===== config.mk =====
export PLATFORM = sky130hd
export DESIGN_NAME = hazard_ctrl_unit
export DESIGN_NICKNAME = d
export VERILOG_FILES = /design/src/rtl/hazard_ctrl_unit.sv
export SDC_FILE = /design/constraint.sdc
export NUM_CORES = 1
export LEC_CHECK = 0
export ABC_AREA = 1
export BUFFER_PORTS_ARGS = -buffer_cell sky130_fd_sc_hd__buf_4
export CORE_ASPECT_RATIO = 1.75
export CORE_MARGIN = 1
export CORE_UTILIZATION = 30
export CTS_CLUSTER_SIZE = 28
export DETAILED_ROUTE_END_ITERATION = 10
export HOLD_SLACK_MARGIN = 0.08
export PLACE_DENSITY = 0.56
export SLEW_MARGIN = 40
export SYNTH_ARGS = -nofsm -noshare
export SYNTH_HDL_FRONTEND = slang
export SYNTH_SLANG_ARGS = --single-unit
export TNS_END_PERCENT = 20

===== constraint.sdc =====
create_clock -name CLK -period 1.95 [get_ports CLK]
set_input_delay 0.195 -clock CLK [delete_from_list [all_inputs] [get_ports CLK]]
set_output_delay 0.195 -clock CLK [all_outputs]
set_load 0.01 [all_outputs]

===== src/rtl/hazard_ctrl_unit.sv =====
// Stall/flush controller with a 2-bit branch predictor for an in-order pipeline.
// Define HAZARD_CTRL_PERF_EN to add stall/flush/mispredict performance counters.
module hazard_ctrl_unit #(
  parameter int NSTAGE    = 5,
  parameter int PHT_DEPTH = 16,
  parameter int LOAD_LAT  = 1,
  parameter int RW        = 5
) (
  input  logic              CLK,
  input  logic              RST,
  input  logic              ihit,
  input  logic              dhit,
  input  logic              me_req,
  input  logic [RW-1:0]     id_rs,
  input  logic [RW-1:0]     id_rt,
  input  logic              ex_ren,
  input  logic [RW-1:0]     ex_rdst,
  input  logic              br_id_valid,
  input  logic [31:0]       br_id_pc,
  input  logic              br_ex_valid,
  input  logic [31:0]       br_ex_pc,
  input  logic              br_ex_taken,
  input  logic              br_ex_pred,
  output logic [NSTAGE-1:0] en,
  output logic [NSTAGE-1:0] flush,
  output logic              pred_taken,
  output logic [1:0]        PCSel,
  output logic              mispredict
`ifdef HAZARD_CTRL_PERF_EN
  ,
  output logic [31:0]       stall_cnt,
  output logic [31:0]       flush_cnt,
  output logic [31:0]       mispred_cnt
`endif
);

  localparam int IW = $clog2(PHT_DEPTH);
  localparam logic [2:0] LD_INIT = 3'(LOAD_LAT - 1);

  typedef enum logic [1:0] {
    S_RUN,
    S_LDSTALL,
    S_RECOVER
  } state_t;

  state_t      r_state;
  logic [2:0]  r_ld_cnt;
  logic        r_first;
  logic [1:0]  r_pht [PHT_DEPTH];

  logic          w_frz;
  logic          w_mp;
  logic          w_lu;
  logic [IW-1:0] w_idx_id;
  logic [IW-1:0] w_idx_ex;
  logic [1:0]    w_ctr;

  assign w_frz    = me_req & ~dhit;
  assign w_mp     = br_ex_valid & (br_ex_taken != br_ex_pred)
                  & (r_state != S_RECOVER);
  assign w_lu     = ex_ren & (ex_rdst != '0)
                  & ((ex_rdst == id_rs) | (ex_rdst == id_rt));
  assign w_idx_id = br_id_pc[IW+1:2];
  assign w_idx_ex = br_ex_pc[IW+1:2];
  assign w_ctr    = r_pht[w_idx_ex];

  always_comb begin
    en         = '1;
    flush      = '0;
    PCSel      = 2'b00;
    mispredict = 1'b0;
    pred_taken = 1'b0;
    if (RST || r_first) begin
      en    = '0;
      flush = '1;
    end else begin
      pred_taken = br_id_valid & r_pht[w_idx_id][1];
      if (w_frz) begin
        en = '0;
        if (r_state == S_RECOVER) PCSel = 2'b10;
      end else if (w_mp) begin
        mispredict = 1'b1;
        en[0]      = ihit;
        flush[2:1] = 2'b11;
        PCSel      = 2'b10;
      end else if (r_state == S_RECOVER) begin
        en[1:0]    = {1'b0, ihit};
        flush[2:1] = 2'b11;
        PCSel      = 2'b10;
      end else if (r_state == S_LDSTALL || w_lu || !ihit) begin
        en[1:0]  = 2'b00;
        flush[2] = 1'b1;
      end else if (pred_taken) begin
        PCSel = 2'b01;
      end
    end
  end

  always_ff @(posedge CLK) begin
    if (RST) begin
      r_state  <= S_RUN;
      r_ld_cnt <= '0;
      r_first  <= 1'b1;
      for (int i = 0; i < PHT_DEPTH; i++) r_pht[i] <= 2'b01;
    end else begin
      r_first <= 1'b0;
      // en[3] is low while frozen or in the post-reset cycle
      if (br_ex_valid && en[3]) begin
        if (br_ex_taken && w_ctr != 2'b11)
          r_pht[w_idx_ex] <= w_ctr + 2'b01;
        else if (!br_ex_taken && w_ctr != 2'b00)
          r_pht[w_idx_ex] <= w_ctr - 2'b01;
      end
      if (!r_first && !w_frz) begin
        unique case (r_state)
          S_RUN: begin
            if (w_mp) begin
              r_state <= ihit ? S_RUN : S_RECOVER;
            end else if (w_lu && LOAD_LAT > 1) begin
              r_state  <= S_LDSTALL;
              r_ld_cnt <= LD_INIT;
            end
          end
          S_LDSTALL: begin
            if (w_mp) begin
              r_state  <= ihit ? S_RUN : S_RECOVER;
              r_ld_cnt <= '0;
            end else begin
              r_ld_cnt <= r_ld_cnt - 3'd1;
              if (r_ld_cnt == 3'd1) r_state <= S_RUN;
            end
          end
          S_RECOVER: if (ihit) r_state <= S_RUN;
          default:   r_state <= S_RUN;
        endcase
      end
    end
  end

`ifdef HAZARD_CTRL_PERF_EN
  always_ff @(posedge CLK) begin
    if (RST) begin
      stall_cnt   <= '0;
      flush_cnt   <= '0;
      mispred_cnt <= '0;
    end else if (!r_first) begin
      stall_cnt   <= stall_cnt + 32'(!en[0]);
      flush_cnt   <= flush_cnt + 32'(|flush);
      mispred_cnt <= mispred_cnt + 32'(mispredict);
    end
  end
`endif

endmodule

-- Yosys cells after proc, flatten, opt, wreduce, memory -nomap -nowiden
Memories as Yosys holds them, arrays and structs flattened.
Index checks and enable logic that the tools add are counted.
- add/subtract/negate cells: 3
- equality and inequality tests: 11
- muxes and demuxes: 48
- bitwise gates (word level): 9
- reductions and logical operators: 17
- operator list (cell ; number):
    $mux W2 ; 20
    $mux W1 ; 23
    $eq A5 B5 Y1 ; 2
    $ne A2 B2 Y1 const B ; 4
    $and A1 B1 Y1 ; 6
    $mux W3 ; 2
    $pmux W2 S3 ; 1
    $mux W5 ; 1
    $reduce_bool A5 Y1 ; 1
    $logic_and A1 B1 Y1 ; 4
    $logic_not A1 Y1 ; 4
    $mux W4 ; 1
    $reduce_and A4 Y1 ; 1
    $eq A3 B1 Y1 const B ; 1
    $logic_or A1 B1 Y1 ; 3
    $ne A3 B2 Y1 const B ; 1
    $sub A3 B1 Y3 const B ; 1
    $add A2 B1 Y2 const B ; 1
    $eq A2 B1 Y1 const B ; 1
    $eq A2 B2 Y1 const B ; 1
    $logic_not A2 Y1 ; 1
    $or A1 B1 Y1 ; 2
    $reduce_and A2 Y1 ; 1
    $reduce_bool A2 Y1 ; 1
    other kinds (4) ; 4
- bits in registers: 6
- bits in writable memories: 32
- input bits: 89
- output and inout bits: 14
- logic and storage cells: 92
- memories kept: 1
- memory list (memory ; words ; width ; rd ports ; clocked after memory_dff ; write ports ; RTL line ; RTL):
    r_pht ; 16 ; 2 ; 2 ; 0 ; 16 ; 49 ; logic [1:0] r_pht [PHT_DEPTH];

-- Longest topological paths before layout
Gate-level depths: netlist of run 1.
- depth after elaboration: 17
- depth in mapped cells: 16
- gate-level depth less buffers: 14

-- Least setup slack after synthesis of run 1
No wires, ideal clock.
- path kind: reg-to-reg
- start: register r_first
- end: memory r_pht[10][0], enable pin
- setup time: 298 ps
- arrival time: 1498 ps
- required time: 1652 ps
- slack: 154 ps
- cell stages (with the launch flop): 11
- path buffers: 1
- period minus slack after synthesis: 1796 ps
- cell sequence: dfxtp_1 nor2_1 inv_1 nor2_4 nand2_1 nor2_1 nand2_1 nand2_4 buf_6 nand2_2 nand2_1
- RTL lines (element ; RTL line ; RTL):
    from (decl) ; 48 ; logic r_first;
    from (signal assigned) ; 103 ; r_first <= 1'b1;
    from (signal assigned) ; 106 ; r_first <= 1'b0;
    to (decl) ; 49 ;

==> impl_summary.log, run 1 <==
INFO  metric timing.critical_path.arrival = 1.60 ns
INFO  metric synthCells = 337
INFO  metric worst_pin_slew = ~0.6 ns
INFO  metric h-tree-depth = 2
INFO  metric r2r_end = r_pht[14][1]
INFO  metric layout.cells.most_common = nand2_1
INFO  metric post-route-drc-count = 0
INFO  metric post-place-ws = 0.0179 ns
INFO  metric tritoncts_num_sinks = 34
INFO  metric holdCritPathClass = in2reg
INFO  metric first_pass_iters = 4
INFO  metric number_of_global_route_vias_before_repair = 2284
INFO  metric holdPathStages = 2
INFO  metric cp_cell_sequence = nor2_1 -> nor2_1 -> o21ai_1 -> o21ai_2 -> o211ai_1 -> nand2_1 -> nand3_1 -> nor2_1 -> buf_4
INFO  metric drive_above_1_share = 26.2%
INFO  metric dieWidth = 70.0 um
INFO  metric layout_worst_path_cycle_share = 92.2%
INFO  metric max_clock_freq = approximately 560 MHz
INFO  metric initial_core_util = 30.9%
INFO  metric signed_area_change_from_the_synthesized_netlist_to_the_final_layout = 26.0%
INFO  metric finalWorstSetupSlack = 0.151 ns
INFO  metric final_cell_area = 3050 um^2
INFO  metric synthSimpleGateAreaFrac = 41.0%
INFO  metric max_clock_skew = 0.00265 ns
INFO  metric run_status = complete, no violations
INFO  metric synth-xor-area-share = roughly 2.9%
INFO  metric worst_hold_slack = between 0.09 and 0.1 ns
INFO  metric critPathKind = reg2out
INFO  metric gr-total-overflow = 0
INFO  metric postPlaceCellArea = 2870 um^2
INFO  metric detail_route.wirelength = between 6 and 7 mm
INFO  metric avgRoutedWirePerCell = ~13 um
INFO  metric maximum_number_of_pins_on_one_net_before_global_route_repair = 18
INFO  metric mux_cell_area_share_after_synthesis = 0%
INFO  metric synth_sequential_area_ratio = 41.3%
INFO  metric antennaDiodeCount = 0
INFO  metric cts_tree = built
INFO  metric clkSlewWorstSetupHoldPaths = around 0.050 ns
INFO  metric finalSetupViolCount = 0
INFO  metric vias_per_cell = around 4.8
INFO  metric design.die.area = ~8500 um^2
INFO  metric synth_largest_type_area_fraction = 39.6%
INFO  metric critical_path.max_stage_delay = 0.39 ns
INFO  metric syn_nets = 426
INFO  metric path_common_cell = nor2_1
INFO  metric ys_top_cells_by_area = edfxtp_1 40%, nand2_1 19%, nor2_1 8.5%
INFO  metric final_hold_vios = 0
INFO  metric synth.largest_area_cell = edfxtp_1
INFO  metric initial_antenna_violation_count = 0
INFO  metric ff2ff_setup_slack = between 0.15 and 0.2 ns
INFO  metric numCtsBuffers = 5
INFO  metric cp_data_required_time = approximately 1.8 ns
INFO  metric cts_root_buffer = clkbuf_16
INFO  metric portBuffers = 46
INFO  metric synth_cell_type_count = 28
INFO  metric detailed_place_hpwl = between 4 and 5 mm
INFO  metric syn_area = 2420 um^2
INFO  metric rr_startpoint = r_pht[15][1]
INFO  metric first_pass_grt_wire_length = 10.0 mm
INFO  metric most_frequent_cells_in_the_layout = 122 x nand2_1, 55 x buf_4, 54 x nor2_1
INFO  metric final_nets = 478
INFO  metric timing.critical_path.from_type = flop
INFO  metric powerDensity = between 600 and 700 nW/um^2
INFO  metric critical_path.slowest_cell = edfxtp_1
INFO  metric core.rowCount = 43
INFO  metric grt_use_total = 15.8%
INFO  metric final_weighted_congestion_of_routability_driven_global_placement = between 0.8 and 0.9
INFO  metric worst_slew_margin_rel = roughly three fifths
INFO  metric core = 7860 um^2
INFO  metric critPathMaxFanout = 2
INFO  metric timing.hold.worst_endpoint = r_state[1]
INFO  metric syn_area_per_cell = 7.20 um^2
INFO  metric synth-seq-cells = 34
INFO  metric main_combinational_cell_family_by_area_after_synthesis = simple AND/OR/NAND/NOR gates
INFO  metric hold_path.startpoint = ihit
INFO  metric antenna_left = 0
INFO  metric element_type_at_the_critical_path_end = primary output
INFO  metric timing.final.max_slew_violations = 0
INFO  metric maximum_buffer_depth_of_the_clock_tree = 2
INFO  metric fin_crit = 1.80 ns
INFO  metric ys.warnings.count = 0
INFO  metric yosys.area_share.adder = 0%
INFO  metric synth-compound-area-share = around 5.3%
INFO  metric cellLeakagePower = 1.38 nW
INFO  metric fp.dieH = 121 um
INFO  metric via_count_of_the_routed_design = 2295
INFO  metric rsz_0062_raised_after_global_routing = true
INFO  metric io_pins = 103
INFO  metric cap_viol_max_count = 0
INFO  metric worst-r2r-cell-count = 14
INFO  metric ir_worst_vdd = 324 uV
INFO  metric worstSkewPairLatency = 0.28 ns
INFO  metric dr.first_iter.drc_count = 97
==> cells in the mapped netlist (all sizes together) <==
cell	n
a21oi	4
edfxtp	32
o211ai	4
clkbuf	2
buf	12
xor2	6
nand2	140
dfxtp	2
inv	25
clkinv	2
or2	3
nor3	2
nor2	63
nand3	23
o21ai	14
a31o	1
xnor2	2
==> layout make-up <==
class / instances / area [um^2]
multi-input combinational: 262 / 1210
sequential: 34 / 1000
timing repair buffer: 59 / 483
inverter: 27 / 101
clock buffer: 7 / 143
tap: 90 / 113
clock inverter: 1 / 5.00
fill: 834 / 4800
==> layer usage <==
layer	global-route usage, %	vias up	wire length [um]
met5	0	-	0
met2	31.5	65	3590
met3	2.49	17	225
met1	13.8	1051	2250
met4	10.6	0	317
li1	-	1162	-
==> state kept, by name (all words and copies together) (netlist names) <==
name     flops
r_first      1
r_pht       32
r_state      1
==> repair_timing <==
action,4_1_cts,5_1_grt
buffers inserted,0,1
pin swaps,0,2
gates cloned,0,0
endpoints found under the setup margin,1,49
hold buffers,1,0
hold endpoints to repair,1,0
resized for setup,1,9
==> how the worst max path moves through the flow <==
stage                  from      endpoint  slack (ns)  depth (start not counted)
3_5_place_dp    br_ex_pc[2]   r_pht[7][1]        0.02                         17
4_1_cts             r_first  r_pht[14][1]        0.04                         10
2_1_floorplan       r_first  r_pht[10][0]        0.15                         10
3_3_place_gp    br_ex_pc[2]  r_pht[14][1]        0.05                         17
6_report        r_pht[8][1]      PCSel[0]        0.15                          9
5_1_grt        r_pht[15][1]  r_pht[14][1]       -0.01                         14
==> kinds of logic (layout without fill, tap and decap cells) <==
group,count (synthesis),count (layout)
AOI/OAI and AO/OA,23,23
DFF,34,34
xor gates and xnor gates,8,8
and+or+nand+nor,231,231
buffers and inverters,41,94
==> worst max-delay path: cells and delay by family, from the launching register on <==
kind	cells	cell delay (ns)
DFF	1	0.39
buffers and inverters	1	0.14
and+or+nand+nor	5	0.40
AOI/OAI and AO/OA	3	0.40
==> per-stage QoR <==
| step | total power, mW | util, % | instances | TNS (ns) |
|---|---|---|---|---|
| finish | 2.03 | 38.9 | 480 | 0 |
| global route | 2.10 | 38.9 | 480 | -0.0550 |
| CTS | 2.03 | 38.6 | 479 | 0 |
| detailed placement | 1.24 | 36.6 | 470 | 0 |
| global placement | 1.24 | 36.6 | 470 | 0 |
| floorplan | 1.08 | - | 337 | 0 |
==> report_power, final <==
| part | switching (mW) | total [mW] | leakage (nW) | internal [mW] |
|---|---|---|---|---|
| clock network | 0.287 | 0.793 | 0.0739 | 0.506 |
| logic | 0.249 | 0.411 | 1.01 | 0.162 |
| registers | 0.00974 | 0.823 | 0.295 | 0.813 |
Power figures use the tool's default switching activity.
==> run 2, diff against run 1 <==
--- a/config.mk
+++ b/config.mk
@@ -9,11 +9,12 @@
 export BUFFER_PORTS_ARGS = -buffer_cell sky130_fd_sc_hd__buf_4
 export CORE_ASPECT_RATIO = 1.75
 export CORE_MARGIN = 1
-export CORE_UTILIZATION = 30
+export CORE_UTILIZATION = 50
+export CTS_BUF_LIST = sky130_fd_sc_hd__clkbuf_8
 export CTS_CLUSTER_SIZE = 28
 export DETAILED_ROUTE_END_ITERATION = 10
 export HOLD_SLACK_MARGIN = 0.08
-export PLACE_DENSITY = 0.56
+export PLACE_DENSITY = 0.84
 export SLEW_MARGIN = 40
 export SYNTH_ARGS = -nofsm -noshare
 export SYNTH_HDL_FRONTEND = slang
==> run 2 against run 1 <==
Net effect: critical path depth is 1 higher; setup slack worse by 0.042 ns; power is 13% lower; worst hold slack improved by 0.0059 ns; via count increased by 0.70%; largest cell class unchanged; largest power group unchanged.
==> impl_summary.log, run 2 (synthesis results as in run 1) <==
INFO  metric run_status = complete, no violations
INFO  metric timing.final.max_slew_violations = 0 (unchanged)
INFO  metric max_clock_freq = 543 MHz (-2.3%)
INFO  metric holdCritPathClass = in2reg
INFO  metric tritoncts_num_sinks = 34 (unchanged)
INFO  metric h-tree-depth = 2 (unchanged)
INFO  metric maximum_buffer_depth_of_the_clock_tree = 2 (unchanged)
INFO  metric final_cell_area = 3020 um^2 (-1.1%)
INFO  metric cts_root_buffer = clkbuf_8
INFO  metric post-route-drc-count = 0 (unchanged)
INFO  metric holdPathStages = 2 (unchanged)
INFO  metric dieWidth = 54.6 um (-22%)
INFO  metric via_count_of_the_routed_design = 2311 (+0.70%)
INFO  metric initial_antenna_violation_count = 0 (unchanged)
INFO  metric antenna_left = 0 (unchanged)
INFO  metric critical_path.max_stage_delay = 0.32 ns (-0.07 ns)
INFO  metric rsz_0062_raised_after_global_routing = true
INFO  metric timing.hold.worst_endpoint = r_state[1]
INFO  metric detail_route.wirelength = 5.73 mm (-10%)
INFO  metric top_regs = r_pht x32, r_first x1, r_state x1
INFO  metric critPathBufInv = 2 (+1)
INFO  metric maximum_number_of_pins_on_one_net_before_global_route_repair = 18 (unchanged)
INFO  metric r2r_end = r_pht[15][1]
INFO  metric first_pass_grt_wire_length = 8.96 mm (-10%)
INFO  metric critPathMaxFanout = 16 (+14)
INFO  metric element_type_at_the_critical_path_end = flop
INFO  metric design_power_total = 1.76 mW (-13%)
INFO  metric design.die.area = 5140 um^2 (-39%)
INFO  metric number_of_global_route_vias_before_repair = 2156 (-5.6%)
INFO  metric avgRoutedWirePerCell = 12.8 um (-3.6%)
INFO  metric timing.critical_path.arrival = 1.83 ns (+0.23 ns)
INFO  metric timing.critical_path.from_type = flop
INFO  metric registers.top_by_ff_count = r_pht
INFO  metric powerDensity = 583 nW/um^2 (-12%)
INFO  metric largest_register_ff_count = 32 (unchanged)
INFO  metric detailed_place_hpwl = 4.34 mm (-11%)
INFO  metric worst-r2r-cell-count = 10 (-4)
INFO  metric cp_cell_sequence = nor2_1 -> inv_1 -> nor2_4 -> nand2_1 -> nor2_1 -> nand2_2 -> nand2_4 -> buf_12 -> nand2_1 -> nand2_2
INFO  metric critPathKind = reg2reg
INFO  metric hold_path.startpoint = ihit
INFO  metric signed_area_change_from_the_synthesized_netlist_to_the_final_layout = 24.6%
INFO  metric ff2ff_setup_slack = 0.11 ns (-0.05 ns)
INFO  metric cap_viol_max_count = 0 (unchanged)
INFO  metric final_hold_vios = 0 (unchanged)
INFO  metric antennaDiodeCount = 0 (unchanged)
INFO  metric initial_core_util = 52.0% (+21 points)
INFO  metric cellLeakagePower = 1.39 nW (+0.39%)
INFO  metric gr-total-overflow = 0 (unchanged)
INFO  metric first_pass_iters = 4 (unchanged)
INFO  metric cp_data_required_time = 1.94 ns (+0.19 ns)
INFO  metric tns = 0 ns (unchanged)
INFO  metric layoutNonFillerInstCount = 447 (-6.9%)
INFO  metric critical-path-top-delay-family = simple AND/OR/NAND/NOR gates
INFO  metric most_frequent_cells_in_the_layout = 109 x nand2_1, 60 x buf_4, 54 x nor2_1
INFO  metric drive_above_1_share = 30.4% (+4.2 points)
INFO  metric critical_path.slowest_cell = dfxtp_1
INFO  metric numCtsBuffers = 5 (unchanged)
INFO  metric post-place-ws = -0.0342 ns (-0.0521 ns)
INFO  metric fp.dieH = 94.1 um (-22%)
INFO  metric worst_slew_margin_rel = 54.4% (-5.4 points)
INFO  metric finalSetupViolCount = 0 (unchanged)
INFO  metric worstSkewPairLatency = 0.29 ns (about the same)
INFO  metric core = 4670 um^2 (-41%)
INFO  metric dpl.cell_count = 436 (-7.2%)
INFO  metric cts_tree = built
INFO  metric layout.cells.most_common = nand2_1
INFO  metric dr.first_iter.drc_count = 72 (-26%)
INFO  metric postPlaceCellArea = 2840 um^2 (-1.0%)
INFO  metric max_clock_skew = 0.00649 ns (+0.00384 ns)
INFO  metric final_nets = 483 (+1.0%)
INFO  metric final_weighted_congestion_of_routability_driven_global_placement = 0.816 (-1.9%)
INFO  metric rr_startpoint = r_first
INFO  metric post-route-util = 64.8% (+26 points)
INFO  metric vias_per_cell = 5.17 (+8.1%)
INFO  metric finalWorstSetupSlack = 0.110 ns (-0.0416 ns)
INFO  metric ir_worst_vdd = 451 uV (+39%)
INFO  metric core.rowCount = 33 (-23%)
INFO  metric grt_use_total = 24.2% (+8.5 points)
INFO  metric io_pins = 103 (unchanged)
INFO  metric fillCellCount = 376 (-55%)
INFO  metric fin_crit = 1.84 ns (+0.0416 ns)
INFO  metric layout_worst_path_cycle_share = 94.4% (+2.1 points)
INFO  metric clkSlewWorstSetupHoldPaths = 0.07 ns (+0.02 ns)
INFO  metric worst_pin_slew = 0.680 ns (+0.0807 ns)
INFO  metric portBuffers = 46 (unchanged)
INFO  metric worst_hold_slack = 0.0996 ns (+0.00590 ns)
==> run 2: cell types whose count changed in the layout (fill, tap and decap cells not counted), sizes merged <==
cell / previous run / this run
buf: 58 / 62
inv: 25 / 26
==> run 2: cell type report <==
cell class	instances	area (um^2)	area share, %
multi-input combinational	262	1240	41.0
sequential	34	1000	33.1
clock inverter	2	8.76	0.290
timing repair buffer	64	526	17.4
clock buffer	6	82.6	2.73
tap	52	65.1	2.15
inverter	27	101	3.35
==> run 2: where the power goes <==
group / total [mW] / internal (mW) / switching [mW] / leakage, nW
registers: 0.822 / 0.812 / 0.0104 / 0.295
clock network: 0.530 / 0.279 / 0.250 / 0.0524
logic: 0.410 / 0.168 / 0.243 / 1.04
total: 1.76 / 1.26 / 0.503 / 1.39
==> run 2: worst max-delay path by stage <==
| stage | start | endpoint | slack, ns | cells past startpoint |
|---|---|---|---|---|
| 4_1_cts | r_first | en[1] | 0.04 | 8 |
| 2_1_floorplan | r_first | r_pht[10][0] | 0.15 | 10 |
| 3_5_place_dp | br_ex_pc[2] | r_pht[7][1] | -0.03 | 14 |
| 5_1_grt | r_pht[5][1] | r_pht[15][1] | -0.03 | 14 |
| 3_3_place_gp | br_ex_pc[2] | r_pht[7][1] | 0.02 | 14 |
| 6_report | r_first | r_pht[15][1] | 0.11 | 10 |
==> run 2: layer usage <==
layer  vias to the layer above  track usage [%]  wire [um]
li1                       1172                -          -
met1                      1032             23.2       2010
met2                        92             47.1       3290
met3                        15             2.75        283
met4                         0             10.3        148
met5                         -                0          0
==> run 2: timing repair <==
item,CTS,global route
hold endpoints to repair,1,0
hold buffers,1,0
setup endpoints to repair,0,34
resized for setup,0,19
buffers inserted,0,1
